File: src/rtl/ula_pkg.sv
// Shared definitions for the ALU-sharing controller: op encodings,
// one-hot ALU control words, FSM state type and the op decode helper.
package ula_pkg;

    localparam logic [1:0] OP_ADD = 2'b00;
    localparam logic [1:0] OP_SUB = 2'b01;
    localparam logic [1:0] OP_AND = 2'b10;
    localparam logic [1:0] OP_OR  = 2'b11;

    localparam logic [3:0] CTRL_NONE = 4'b0000;
    localparam logic [3:0] CTRL_ADD  = 4'b0001;
    localparam logic [3:0] CTRL_SUB  = 4'b0010;
    localparam logic [3:0] CTRL_AND  = 4'b0100;
    localparam logic [3:0] CTRL_OR   = 4'b1000;

    typedef enum logic [1:0] {
        IDLE = 2'd0,
        EXEC = 2'd1,
        RESP = 2'd2
    } state_t;

    function automatic logic [3:0] op_to_ctrl(input logic [1:0] op);
        logic [3:0] ctrl;
        case (op)
            OP_ADD:  ctrl = CTRL_ADD;
            OP_SUB:  ctrl = CTRL_SUB;
            OP_AND:  ctrl = CTRL_AND;
            default: ctrl = CTRL_OR;
        endcase
        return ctrl;
    endfunction

endpackage

File: src/rtl/ula_rr_arbitro.sv
// 2-way round-robin grant decision. Purely combinational; the pointer
// register lives in the parent and only moves on response completion.
module ula_rr_arbitro (
    input  logic valid0,
    input  logic valid1,
    input  logic ptr,
    output logic grant_id,
    output logic grant_valid
);

    // A lone requester always wins; the pointer only breaks ties.
    always_comb begin
        grant_valid = valid0 | valid1;
        grant_id    = 1'b0;
        if (valid0 && valid1) begin
            grant_id = ptr;
        end else if (valid1) begin
            grant_id = 1'b1;
        end
    end

endmodule

File: src/rtl/ula_arbitro.sv
// Shares one 8-bit ALU between two requesters. Round-robin arbitration,
// ALU_LATENCY cycles in EXEC, then a tagged response held until accepted.
// Optional build macro ULA_ZERO_FLAG_EN adds the registered rsp_zero output.
module ula_arbitro
    import ula_pkg::*;
#(
    parameter int ALU_LATENCY = 1
) (
    input  logic       clock,
    input  logic       reset,
    input  logic       req0_valid,
    output logic       req0_ready,
    input  logic [1:0] req0_op,
    input  logic [7:0] req0_a,
    input  logic [7:0] req0_b,
    input  logic       req1_valid,
    output logic       req1_ready,
    input  logic [1:0] req1_op,
    input  logic [7:0] req1_a,
    input  logic [7:0] req1_b,
    output logic       rsp_valid,
    input  logic       rsp_ready,
    output logic       rsp_id,
    output logic [7:0] rsp_result,
    output logic       rsp_carry,
`ifdef ULA_ZERO_FLAG_EN
    output logic       rsp_zero,
`endif
    output logic [3:0] alu_controle,
    output logic [7:0] alu_a,
    output logic [7:0] alu_b,
    input  logic [7:0] alu_result,
    input  logic       alu_carry
);

    if (ALU_LATENCY < 1 || ALU_LATENCY > 15) begin : g_latency_range
        $error("ALU_LATENCY must be within 1..15");
    end

    localparam logic [3:0] LAT_LOAD = 4'(ALU_LATENCY);

    state_t     state;
    state_t     next_state;
    logic       ptr;
    logic [3:0] cnt;
    logic [1:0] op_q;
    logic [7:0] a_q;
    logic [7:0] b_q;
    logic       id_q;
    logic [7:0] result_q;
    logic       carry_q;
    logic       grant_id;
    logic       grant_valid;
    logic       accept;
    logic       done;

    ula_rr_arbitro u_rr (
        .valid0      (req0_valid),
        .valid1      (req1_valid),
        .ptr         (ptr),
        .grant_id    (grant_id),
        .grant_valid (grant_valid)
    );

    assign accept = (state == IDLE) && grant_valid;
    assign done   = (state == RESP) && rsp_ready;

    // State register.
    always_ff @(posedge clock or posedge reset) begin
        if (reset) begin
            state <= IDLE;
        end else begin
            state <= next_state;
        end
    end

    // Next-state decode and the state-dependent outputs.
    always_comb begin
        next_state   = state;
        req0_ready   = 1'b0;
        req1_ready   = 1'b0;
        rsp_valid    = 1'b0;
        alu_controle = CTRL_NONE;
        case (state)
            IDLE: begin
                req0_ready = grant_valid && !grant_id;
                req1_ready = grant_valid && grant_id;
                if (grant_valid) begin
                    next_state = EXEC;
                end
            end
            EXEC: begin
                alu_controle = op_to_ctrl(op_q);
                if (cnt == 4'd1) begin
                    next_state = RESP;
                end
            end
            RESP: begin
                rsp_valid = 1'b1;
                if (rsp_ready) begin
                    next_state = IDLE;
                end
            end
            default: next_state = IDLE;
        endcase
    end

    // Request latch, latency counter, result capture and pointer update.
    always_ff @(posedge clock or posedge reset) begin
        if (reset) begin
            ptr      <= 1'b0;
            cnt      <= 4'd0;
            op_q     <= 2'b00;
            a_q      <= 8'h00;
            b_q      <= 8'h00;
            id_q     <= 1'b0;
            result_q <= 8'h00;
            carry_q  <= 1'b0;
        end else begin
            if (accept) begin
                op_q <= grant_id ? req1_op : req0_op;
                a_q  <= grant_id ? req1_a  : req0_a;
                b_q  <= grant_id ? req1_b  : req0_b;
                id_q <= grant_id;
                cnt  <= LAT_LOAD;
            end
            if (state == EXEC) begin
                cnt <= cnt - 4'd1;
                if (cnt == 4'd1) begin
                    result_q <= alu_result;
                    // The ALU carry is only meaningful for ADD.
                    carry_q  <= (op_q == OP_ADD) ? alu_carry : 1'b0;
                end
            end
            if (done) begin
                ptr <= ~id_q;
            end
        end
    end

`ifdef ULA_ZERO_FLAG_EN
    logic zero_q;

    // Zero flag captured on the same edge as the result.
    always_ff @(posedge clock or posedge reset) begin
        if (reset) begin
            zero_q <= 1'b0;
        end else if (state == EXEC && cnt == 4'd1) begin
            zero_q <= (alu_result == 8'h00);
        end
    end

    assign rsp_zero = zero_q;
`endif

    assign rsp_id     = id_q;
    assign rsp_result = result_q;
    assign rsp_carry  = carry_q;
    assign alu_a      = a_q;
    assign alu_b      = b_q;

endmodule

File: config.mk
export PLATFORM = sky130hd
export DESIGN_NAME = ula_arbitro
export DESIGN_NICKNAME = d
export VERILOG_FILES = /design/src/rtl/ula_pkg.sv /design/src/rtl/ula_rr_arbitro.sv /design/src/rtl/ula_arbitro.sv
export SDC_FILE = /design/constraint.sdc
export NUM_CORES = 1
export LEC_CHECK = 0
export BUFFER_PORTS_ARGS = -buffer_cell sky130_fd_sc_hd__buf_4
export CAP_MARGIN = 20
export CORE_ASPECT_RATIO = 1.2
export CORE_MARGIN = 10
export CORE_UTILIZATION = 45
export DETAILED_ROUTE_END_ITERATION = 7
export PLACE_DENSITY = 0.79
export SYNTH_ARGS = -nofsm -noshare
export SYNTH_HDL_FRONTEND = slang
export SYNTH_SLANG_ARGS = --single-unit
File: constraint.sdc
create_clock -name clock -period 2.6 [get_ports clock]
set_input_delay 0.39 -clock clock [delete_from_list [all_inputs] [get_ports clock]]
set_output_delay 0.39 -clock clock [all_outputs]
set_load 0.01 [all_outputs]
==> metrics.txt <==
Worst R2R End=alu_b[2]$_DFFE_PP0P_; ranking of synthesized cells by area=dfrtp_1 (51%), a31oi_1 (6.5%), o21ai_0 (6.1%); row cnt=24; layout cell share with drive strength beyond 1=42.5%; outcome=finished, final reports clean; worst setup path startpoint=ptr$_DFFE_PP0P_; Worst slew margin=26.6%; Crit. End Element=primary output; RR Startpoint=ptr$_DFFE_PP0P_; setup tns final=0 ns; DR vias=1,585; Hold WS=a little under 0.2 ns; Syn Std Cell Area=0.00172 sq mm; dominant cell type by area after synthesis=dfrtp_1; first-pass GRT wire length=7970 microns; H-tree depth=2; Clk pin slew, worst setup/hold paths=~0.070 ns; Pwr Density=about 1100 mW/mm^2; First-pass DRT Iterations=4; post-synth top area share=between 50% and 60%; Die W=76.5 microns; CTS buffer count=5; Routability Congestion=0.763; Routed Antenna Nets=0; CTS tree=built; Cells after Synth=172; diodes inserted=0; fin nets=~310; WS Path Type=register to primary output; die footprint=0.00671 sq mm; CP Data Required Time=2.21 ns; pin count of the biggest net entering global routing=36; core area=around 0.0037 sq mm; placed cells=298; Avg WL per Cell=15.9 microns; classification of the worst-slack hold path=input port to asynchronous set/reset pin; setup bufs post-CTS=0; Core Util, Final=66.6%; leading cell type in the layout, fill and taps excluded=buf_4; DRC violations left=0; Max Transition Viols Final=0; worst slew pin tran=1.10 ns; Final Setup Violations=0; leakage=1.14 nW; clk root buf=clkbuf_8; All-Layer GR Usage=14.4%; R2R Setup Slk=0.88 ns; Clock Latency Late Sink=0.29 ns; Routed WL=4880 microns; Final period util=86.7%; Final Skew=0.00705 ns; Final Power=about 2.7 mW; Distinct cells, synth=34; CTS sink count=35; port bufs=82; commonest cells after routing, fill and taps aside=buf_4 (85), dfrtp_1 (35), o21ai_0 (21); # IOs=83; vias in the first global route=1,646; number of vias per cell=roughly 5.2; Seq/Total Area, Yosys=50.9%; drt initial violations=58; synthesized flop and latch total=35; Worst Reg-to-Reg Cells=3; max incr delay on CP=0.85 ns; Max FO, Critical Path=19; Synth async-reset ratio=100%; CP startpoint kind=register; post-CTS sizing=0; crit-path cells=nor2b_1 -> nor3_1 -> buf_4; final hold viol count=0; syn nets=between 200 and 250; Finished Layout Cells=306; Initial Util=47.0%; Post-synth top flop=dfrtp_1; Worst Path Arrival=1.86 ns; total gr overflow=0; initial antenna violation count=0; Area Growth Syn to Fin=41.7%; Detailed Place HPWL=3720 microns; Post-synth EDFFs=0; minimum clock period=2.25 ns; Fillers=323; RSZ-0062 raised after global routing=no; CTS max path bufs=2; Avg Cell Area, Syn=between 10 and 15 sq um; Die Y=roughly 90 microns; Slowest-stage cell, CP=nor2b_1; IR drop worst, VDD=approximately 0.50 mV; Max Cap Viol=0; Yosys Warn Count=0; Fmax=443 MHz; end point of the critical path=req1_ready; hold_buf cts=0
-- registers in the layout, summed over array words and instances, names as in the netlist, 2 cells and up --
| register | cells |
|---|---|
| cnt | 4 |
| state | 2 |
| alu_a | 8 |
| op_q | 2 |
| rsp_result | 8 |
| alu_b | 8 |
-- cells by family after synthesis --
family | share of synthesized area [%]
buffers and inverters | 5.16
AO/OA/AOI/OAI | 20.0
adder cells (fa/ha/maj) | 1.45
flip-flops | 50.9
AND/OR/NAND/NOR | 15.5
multiplexers | 7.05
-- cell type report --
class                      instances  area [sq um]  area share, %
sequential                        35           876           35.9
multi-input combinational        120           757           31.0
timing repair buffer              85           638           26.2
clock buffer                       7          76.3           3.13
tap                               52          65.1           2.67
inverter                           6          22.5          0.923
clock inverter                     1          5.00          0.205
-- cell usage after synthesis (2+ instances only) --
cell / number
a21oi_1: 20
a31oi_1: 18
buf_2: 5
buf_4: 5
dfrtp_1: 35
ha_1: 2
inv_1: 5
mux2_2: 9
mux2i_1: 2
nand2_1: 4
nand2b_1: 2
nand3_1: 18
nor2_1: 4
nor3_1: 2
nor3b_1: 2
o21ai_0: 21
-- power breakdown --
part	internal, mW	switching (mW)
combinational	0.675	0.662
clock	0.188	0.183
sequential	0.817	0.184
total	1.68	1.03
-- stage by stage --
| stage | setup WS, ns | instance area [sq um] |
|---|---|---|
| floorplan | 1.15 | 1720 |
| global placement | 0.519 | 2360 |
| detailed placement | 0.523 | 2360 |
| CTS | 0.334 | 2440 |
| global route | 0.214 | 2440 |
| finish | 0.345 | 2440 |
-- worst max-delay path, delay by kind of cell, from the launching register on --
family	cells	cell delay (ns)
flip-flops	1	0.39
buffers and inverters	1	0.21
AND/OR/NAND/NOR	2	0.98
-- worst min path at each step --
stage | startpoint | endpoint | cells after the start | slack, ns
floorplan | cnt[3]$_DFFE_PP0P_ | cnt[3]$_DFFE_PP0P_ | 1 | 0.46
global route | reset | op_q[0]$_DFFE_PP0P_ | 3 | 0.25
finish | reset | alu_b[3]$_DFFE_PP0P_ | 3 | 0.20
detailed placement | rsp_result[0]$_DFFE_PP0P_ | rsp_result[0]$_DFFE_PP0P_ | 1 | 0.49
global placement | cnt[3]$_DFFE_PP0P_ | cnt[3]$_DFFE_PP0P_ | 1 | 0.48
CTS | reset | alu_b[2]$_DFFE_PP0P_ | 3 | 0.21
-- metal layers --
layer  up-vias  share of wire [%]  global-route usage [%]
li1        792                  -                       -
met1       720                 42                    16.8
met4         0                1.3                    5.58
met2        69                 48                    22.8
met5         -                  0                       0
met3         4                8.6                    6.45
Note: power is estimated with default switching activity, not from simulation.
